**config.mk**
```make
export PLATFORM = sky130hd
export DESIGN_NAME = aes_key_scheduler
export DESIGN_NICKNAME = d
export VERILOG_FILES = /design/src/rtl/aes_key_scheduler.sv
export SDC_FILE = /design/constraint.sdc
export NUM_CORES = 2
export LEC_CHECK = 0
export CORE_MARGIN = 4
export CORE_UTILIZATION = 25
export CTS_CLUSTER_DIAMETER = 120
export DETAILED_ROUTE_END_ITERATION = 16
export GPL_TIMING_DRIVEN = 0
export PLACE_DENSITY_LB_ADDON = 0.05
export SETUP_SLACK_MARGIN = 0.02
export SYNTH_ARGS = -nofsm -noshare
export SYNTH_HDL_FRONTEND = slang
export SYNTH_SLANG_ARGS = --single-unit
```
**constraint.sdc**
```tcl
create_clock -name clk -period 58.2 [get_ports clk]
set_input_delay 8.73 -clock clk [delete_from_list [all_inputs] [get_ports clk]]
set_output_delay 8.73 -clock clk [all_outputs]
set_load 0.01 [all_outputs]
```
**src/rtl/aes_key_scheduler.sv**
```systemverilog
// Iterative AES-128/192/256 key expansion: one schedule word per cycle from an NK-word window,
// round keys streamed out in order over a valid/ready handshake.
module aes_key_scheduler #(
   parameter int KEY_BITS = 128
) (
   input  logic                clk,
   input  logic                rst,
   input  logic                start,
   input  logic [KEY_BITS-1:0] key_in,
   output logic                busy,
   output logic                rk_valid,
   input  logic                rk_ready,
   output logic [127:0]        rk_data,
   output logic [3:0]          rk_round
);
   localparam int NK = KEY_BITS / 32;
   localparam int NR = NK + 6;
   localparam int NW = 4 * (NR + 1);
   localparam logic [5:0] NK_I   = 6'(NK);
   localparam logic [5:0] LAST_I = 6'(NW - 1);
   localparam logic [2:0] LAST_J = 3'(NK - 1);
   localparam logic [3:0] LAST_R = 4'(NR);

   generate
      if (KEY_BITS != 128 && KEY_BITS != 192 && KEY_BITS != 256) begin : g_bad_key_bits
         $error("aes_key_scheduler: KEY_BITS must be 128, 192 or 256");
      end
   endgenerate

   function automatic logic [7:0] xtime(input logic [7:0] a);
      return {a[6:0], 1'b0} ^ (a[7] ? 8'h1b : 8'h00);
   endfunction

   function automatic logic [7:0] gf_mul(input logic [7:0] a, input logic [7:0] b);
      logic [7:0] p;
      logic [7:0] x;
      p = 8'h00;
      x = a;
      for (int k = 0; k < 8; k++) begin
         if (b[k]) p = p ^ x;
         x = xtime(x);
      end
      return p;
   endfunction

   // S-box: multiplicative inverse as a^254 (0 maps to 0), then the affine transform.
   function automatic logic [7:0] aes_box(input logic [7:0] a);
      logic [7:0] p;
      logic [7:0] r;
      p = a;
      r = 8'h01;
      for (int k = 1; k < 8; k++) begin
         p = gf_mul(p, p);
         r = gf_mul(r, p);
      end
      return r ^ {r[6:0], r[7]} ^ {r[5:0], r[7:6]} ^ {r[4:0], r[7:5]} ^ {r[3:0], r[7:4]} ^ 8'h63;
   endfunction

   typedef enum logic [1:0] {S_IDLE, S_GEN, S_DRAIN} state_t;

   state_t        state_q, state_d;
   logic [5:0]    i_q, i_d;
   logic [2:0]    j_q, j_d;
   logic [7:0]    rcon_q, rcon_d;
   logic [31:0]   win_q [NK];
   logic [95:0]   asm_q;
   logic          rk_valid_q;
   logic [127:0]  rk_data_q;
   logic [3:0]    rk_round_q;

   logic          load, advance, accept;
   logic [31:0]   prev, old, sb_in, sb_out, temp, word;

   assign load    = (state_q == S_IDLE) && start;
   assign advance = (state_q == S_GEN) && (!rk_valid_q || rk_ready);
   assign accept  = rk_valid_q && rk_ready;
   assign prev    = win_q[NK-1];
   assign old     = win_q[0];

   always_comb begin
      sb_in  = (j_q == 3'd0) ? {prev[23:0], prev[31:24]} : prev;
      sb_out = {aes_box(sb_in[31:24]), aes_box(sb_in[23:16]),
                aes_box(sb_in[15:8]),  aes_box(sb_in[7:0])};
      temp = prev;
      if (j_q == 3'd0) temp = sb_out ^ {rcon_q, 24'h0};
      else if (NK == 8 && j_q == 3'd4) temp = sb_out;
      // While i < NK the window still holds the raw key; rotating it emits the key words.
      word = (i_q < NK_I) ? old : (old ^ temp);
   end

   always_comb begin
      state_d = state_q;
      i_d     = i_q;
      j_d     = j_q;
      rcon_d  = rcon_q;
      case (state_q)
         S_IDLE: begin
            if (start) begin
               state_d = S_GEN;
               i_d     = 6'd0;
               j_d     = 3'd0;
               rcon_d  = 8'h01;
            end
         end
         S_GEN: begin
            if (advance) begin
               i_d = i_q + 6'd1;
               j_d = (j_q == LAST_J) ? 3'd0 : j_q + 3'd1;
               if (i_q >= NK_I && j_q == 3'd0) rcon_d = xtime(rcon_q);
               if (i_q == LAST_I) state_d = S_DRAIN;
            end
         end
         S_DRAIN: begin
            if (accept && rk_round_q == LAST_R) state_d = S_IDLE;
         end
         default: state_d = S_IDLE;
      endcase
   end

   always_ff @(posedge clk or posedge rst) begin
      if (rst) begin
         state_q    <= S_IDLE;
         i_q        <= 6'd0;
         j_q        <= 3'd0;
         rcon_q     <= 8'h01;
         asm_q      <= '0;
         rk_valid_q <= 1'b0;
         rk_data_q  <= '0;
         rk_round_q <= 4'd0;
         for (int k = 0; k < NK; k++) win_q[k] <= '0;
      end else begin
         state_q <= state_d;
         i_q     <= i_d;
         j_q     <= j_d;
         rcon_q  <= rcon_d;
         if (load) begin
            for (int k = 0; k < NK; k++) win_q[k] <= key_in[KEY_BITS-1-32*k -: 32];
         end else if (advance) begin
            for (int k = 0; k < NK-1; k++) win_q[k] <= win_q[k+1];
            win_q[NK-1] <= word;
         end
         if (advance) begin
            case (i_q[1:0])
               2'd0: asm_q[95:64] <= word;
               2'd1: asm_q[63:32] <= word;
               2'd2: asm_q[31:0]  <= word;
               default: begin
                  rk_data_q  <= {asm_q, word};
                  rk_round_q <= i_q[5:2];
               end
            endcase
         end
         // A new key can only load when the slot is free, so load wins over the accept-clear.
         if (advance && i_q[1:0] == 2'd3) rk_valid_q <= 1'b1;
         else if (accept) rk_valid_q <= 1'b0;
      end
   end

   assign busy     = (state_q != S_IDLE);
   assign rk_valid = rk_valid_q;
   assign rk_data  = rk_data_q;
   assign rk_round = rk_round_q;

endmodule

```
# Word-level counts from Yosys, hierarchy flattened
# Index checks and enable logic that the tools add are counted.
[word_totals]
reg_bits = 376
word_cells = 1670
out_inout_bits = 134
inputBits = 132
[op_classes]
reduce_logical = 23
order_cmp = 2
n_mux = 836
addsub = 2
bitwise = 780
n_eq_ne = 13
[op_table]
columns = ["cell", "count"]
rows = [
  ["$mux 8", 423],
  ["$xor 8x8->8", 380],
  ["$xor 8x5->8", 365],
  ["$mux 5", 369],
  ["$mux 128", 2],
  ["$mux 32", 3],
  ["$xor 32x32->32", 2],
  ["$mux 6", 6],
  ["$mux 7", 4],
  ["$not 1->1 const A", 28],
  ["$mux 3", 7],
  ["$mux 2", 8],
  ["$mux 4", 4],
  ["$not 4->4", 4],
  ["$pmux 8 s2", 1],
  ["$pmux 6 s2", 1],
  ["$reduce_and 2->1", 4],
  ["$reduce_and 4->1", 2],
  ["$reduce_bool 2->1", 4],
  ["$add 6x1->6 const B", 1],
  ["$eq 2x2->1 const B", 3],
  ["$eq 6x6->1 const B", 1],
  ["$ge 6x3->1 const B", 1],
  ["$logic_and 1x1->1", 6],
  ["17 further kinds", 27],
]

# Longest topological paths before layout
[depth]
word_depth = 140
depth_mapped = 92
depth_no_buf = 73

# Worst setup path before layout
# OpenSTA, ideal clock, no wires.
[synth_timing]
path_type = "flip-flop to flip-flop"
from = "reg j_q[0]"
to = "reg asm_q[29]"
setup_slack_ns = 39.492
n_path_buf = 20
setup_ns = 0.125
required_time_ns = 58.075
period_less_slack_ns = 18.708
t_arrival_ns = 18.583
path_stages_with_launch = 83
path_cell_list = "dfrtp_1 inv_1 ha_1 nand2b_2 buf_8 buf_6 buf_6 buf_6 buf_12 buf_6 buf_6 buf_2 clkbuf_1 nand2_1 nand2_1 ha_1 clkbuf_1 xor2_1 [47 not listed] nor2_1 xnor2_1 xnor3_1 xnor2_1 xnor2_2 xnor2_1 or3b_1 o21ai_1 a22o_1 xnor3_1 xnor3_2 xor2_2 xnor3_1 xnor2_1 nor2_1 nor2_1 xor2_1 mux2_2"
[synth_between]
elab_chain_len = 135
elab_cells_between_ends = 396
cone_classes = "mux (206); bitwise (189); reduce/logical (1)"
[synth_rtl]
columns = ["item", "line_no", "rtl"]
rows = [
  ["start: declaration", "63", "logic [2:0] j_q, j_d;"],
  ["start signal: assignment", "134", "j_q <= j_d;"],
  ["$logic_not 3->1 *", "81, 85", ""],
  ["$mux 32", "81", "sb_in = (j_q == 3'd0) ? {prev[23:0], prev[31:24]} : prev;"],
  ["$mux 5 (tied with other cells)", "31", "return {a[6:0], 1'b0} ^ (a[7] ? 8'h1b : 8'h00);"],
  ["$xor 8x5->8 or $xor 8x8->8 (tied branches)", "31, 40", ""],
  ["$xor 8x8->8 or $mux 8 (tied branches)", "40", "if (b[k]) p = p ^ x;"],
  ["$mux 8 or $xor 8x8->8 (tied branches)", "40", ""],
  ["$xor 8x8->8 or $mux 8 (tied branches)", "40", ""],
  ["$mux 8 or $xor 8x8->8 (tied branches)", "40", ""],
  ["[116 not listed]", "n/a", ""],
  ["$xor 8x8->8", "40", ""],
  ["$mux 8", "40", ""],
  ["$xor 8x8->8 (4 in a row)", "56", "return r ^ {r[6:0], r[7]} ^ {r[5:0], r[7:6]} ^ {r[4:0], r[7:5]} ^ {r[3:0], r[7:4]} ^ 8'h63;"],
  ["$not 4->4 (no line)", "n/a", ""],
  ["$xor 32x32->32", "85", "if (j_q == 3'd0) temp = sb_out ^ {rcon_q, 24'h0};"],
  ["$mux 32 *", "85", ""],
  ["$xor 32x32->32 *", "88", "word = (i_q < NK_I) ? old : (old ^ temp);"],
  ["$mux 32 *", "88", ""],
  ["end signal: assignment", "146", "2'd2: asm_q[31:0] <= word;"],
  ["end: declaration", "66", "logic [95:0] asm_q;"],
]
# Mark *: on every way between the ends. The rest lies on a longest branch, timed or not.
# A chain may end at the register's enable or synchronous reset.

# Worst setup path in the final report
[layout_timing]
from = "reg j_q[0]"
to = "reg rk_data_q[28] (netlist: rk_data[28])"
[layout_between]
elab_chain_len = 134
elab_cells_between_ends = 395
cone_classes = "mux (206); bitwise (188); reduce/logical (1)"
[layout_rtl]
columns = ["item", "line_no", "rtl"]
rows = [
  ["$logic_not 3->1 *", "81, 85", ""],
  ["$mux 32", "81", ""],
  ["$mux 5 (tied with other cells)", "31", ""],
  ["$xor 8x5->8 or $xor 8x8->8 (tied branches)", "31, 40", ""],
  ["$xor 8x8->8 or $mux 8 (tied branches)", "40", ""],
  ["$mux 8 or $xor 8x8->8 (tied branches)", "40", ""],
  ["$xor 8x8->8 or $mux 8 (tied branches)", "40", ""],
  ["$mux 8 or $xor 8x8->8 (tied branches)", "40", ""],
  ["[115 not listed]", "n/a", ""],
  ["$mux 8", "40", ""],
  ["$xor 8x8->8", "40", ""],
  ["$mux 8", "40", ""],
  ["$xor 8x8->8 (4 in a row)", "56", ""],
  ["$xor 32x32->32", "85", ""],
  ["$mux 32 *", "85", ""],
  ["$xor 32x32->32 *", "88", ""],
  ["$mux 32 *", "88", ""],
  ["end signal: assignment", "148", "rk_data_q <= {asm_q, word};"],
  ["end: declaration", "68", "logic [127:0] rk_data_q;"],
]
# Marked as above.

==> results.py <==
metrics = {
    "global_route": {
        "grt_usage_pct": 18.9,
        "antenna_found_initial": 37,
        "gr-total-overflow": 0,
        "grt_pass1_wl_microns": 441000,
        "grt_pass1_vias": 64707,
        "grt_max_degree": 111,
    },
    "place": {
        "io_buffers": 265,
        "place.gp.congestion": 0.832,
        "dp_worst_setup_slack_ns": 32.30,
        "hpwl_microns": 231000,
    },
    "timing": {
        "skew_ns": 0.0285,
        "period_minus_slack_ns": 25.73,
        "hold_viol": 0,
        "holdWs_ns": 0.475,
        "finalSetupTns_ns": 0,
        "rsz0062_at_grt": "no",
        "clock.fmax_mhz": 38.9,
        "fin_crit_sh_pct": 44.2,
        "setup_slack_ns": 32.47,
        "setup_viol": 0,
        "tightest_slew_ns": 1.36,
        "slew_headroom_pct": 8.37,
        "finalMaxSlewViolations": 0,
    },
    "clock_network": {
        "ctsHtreeMaxLevel": 2,
        "clk_latency_ns": 0.60,
        "cts_buffers": 44,
        "cts_setup_buffers": 0,
        "clkTransAtPathRegs_ns": 0.06,
        "postCtsResizedCells": 0,
        "clock_path_buffers": 3,
        "cts-root-buf": "clkbuf_16",
        "cts_tree": "built",
        "ctsHoldBuffers": 0,
        "clock_sinks": 376,
    },
    "synth": {
        "syn_nets": 9317,
        "ys_seq_elements": 376,
        "yosysTopAreaCell": "xnor2_1",
        "netlist.area_leader.share_pct": 21.7,
        "synth_cells": 9159,
        "ys_seq_area_share_pct": 13.0,
        "synth_area_leaders": "xnor2_1 (22%), dfrtp_1 (13%), nor2_1 (6.7%), xor2_1 (6.2%), nand2_1 (5.2%)",
        "ys.flop_type": "dfrtp_1",
        "synth.distinct_cells": 124,
        "synth.top_cells.by_count": "xnor2_1 (1791), nor2_1 (1297), nand2_1 (991)",
        "syn_area_sq_um": 72100,
        "synth-warning-count": 0,
        "postSynthAreaPerCell_sq_um": 7.88,
        "synth_edf_count": 0,
        "yosysMostFrequentCell": "xnor2_1",
        "async_flop_share_pct": 100,
    },
    "worst_setup_path": {
        "path_class": "reg -> reg",
        "slowest_stage": "xnor2_1",
        "setup.worst_path.end_class": "register",
        "slowest_delay_ns": 0.99,
        "cp-start-kind": "register",
        "critPathMaxFanout": 10,
        "arrival_ns": 26.24,
        "cp_common_cell": "xnor2_1",
        "regToRegSetupSlack_ns": 32.47,
        "crit_required_ns": 58.71,
    },
    "route": {
        "detail-route-antenna-nets": 0,
        "firstDrtPassIters": 6,
        "dr_total_vias": 65499,
        "drc": 0,
        "wl_microns": 295000,
        "wire_per_inst_microns": 22.2,
        "first_iter_violations": 4662,
        "avgViaCountPerCell": 4.93,
    },
    "final_layout": {
        "area_growth_pct": 12.5,
        "drive_above_1_share_pct": 9.32,
        "layout.nets": 9634,
    },
    "run_status": {
        "status": "complete, no violations",
    },
    "floorplanning": {
        "die_h_microns": 545,
        "start_util_pct": 25.2,
        "num_rows": 196,
        "io_pins": 266,
        "die_area_sq_um": 297000,
        "die_w_microns": 545,
        "core-area_sq_um": 286000,
    },
    "min_path": {
        "hp-class": "reg -> reg",
    },
    "job": {
        "cap_violations": 0,
    },
}
-- sequential cells by signal, indices dropped and copies added (netlist names) --
signal / cells
win_q: 64
rk_valid: 1
old: 32
j_q: 3
i_q: 6
prev: 32
rcon_q: 8
state_q: 2
rk_data: 128
rk_round: 4
asm_q: 96
-- area by class of cell --
type,count,area [sq um]
fill,31010,205000
multi-input combinational,8065,59700
sequential,376,9410
tap,3762,4710
timing repair buffer,271,2770
buffer,611,2700
clock buffer,68,1270
inverter,107,409
clock inverter,11,181
antenna,12,30.0
-- cell usage in the layout (no fill, tap or decap), types with 216 or more instances in the layout --
cell type        count
nand2_1            991
o21ai_0            337
dfrtp_1            375
clkbuf_1           401
nor2_1            1297
xnor2_1           1788
a21oi_1            485
clkdlybuf4s50_1    265
xor2_1             511
mux2_2             216
-- cells by family (layout without fill, tap and decap cells) --
group           after synthesis  after routing  synth area share [%]
simple gates               3001           3001                  17.7
xor+xnor                   2784           2784                  41.6
compound gates             1796           1796                  15.9
buf+inv                     718           1068                  4.30
mux                         456            456                  7.00
flops                       376            376                  13.0
fa+ha+maj                    28             28                 0.479
other cells                   0             12                     0
-- metal layers --
metal	wire length, microns	GRT usage [%]	vias to the layer above
met5	172	0	-
met4	5120	3.09	30
met3	11000	1.73	245
met2	139000	32.2	1475
met1	139000	26.3	32040
li1	-	-	31709
-- final timing paths --
check	start	end	cells after the start
worst max-delay path	j_q[0]$_DFFE_PP0P_	rk_data[28]$_DFFE_PP0P_	79
worst min-delay path	win_q[52]$_DFFE_PP0P_	win_q[52]$_DFFE_PP0P_	2
worst max register to register	j_q[0]$_DFFE_PP0P_	rk_data[28]$_DFFE_PP0P_	79
worst min register to register	win_q[52]$_DFFE_PP0P_	win_q[52]$_DFFE_PP0P_	2
max in group asynchronous	rst	rk_data[6]$_DFFE_PP0P_	4
min in group asynchronous	rst	asm_q[47]$_DFFE_PP0P_	2
-- stage by stage --
stage                     utilization, %  area (sq um)  cells
after global routing                28.3         81100  13271
after global placement              27.8         79500  13186
final                               28.3         81100  13283
after detailed placement            27.8         79600  13192
after CTS                           28.3         81100  13271
after floorplan                        -         72100   9159
-- worst max-delay path: cells and delay by family (launching register included) --
family / cells / cell delay, ns
mux: 3 / 0.87
xor+xnor: 23 / 8.60
simple gates: 12 / 2.89
fa+ha+maj: 4 / 1.31
buf+inv: 21 / 7.55
compound gates: 16 / 3.92
flops: 1 / 0.41
Power is left out: the tool's default activity adds up to more than one toggle a clock period on the data nets, which glitch-free logic cannot reach.
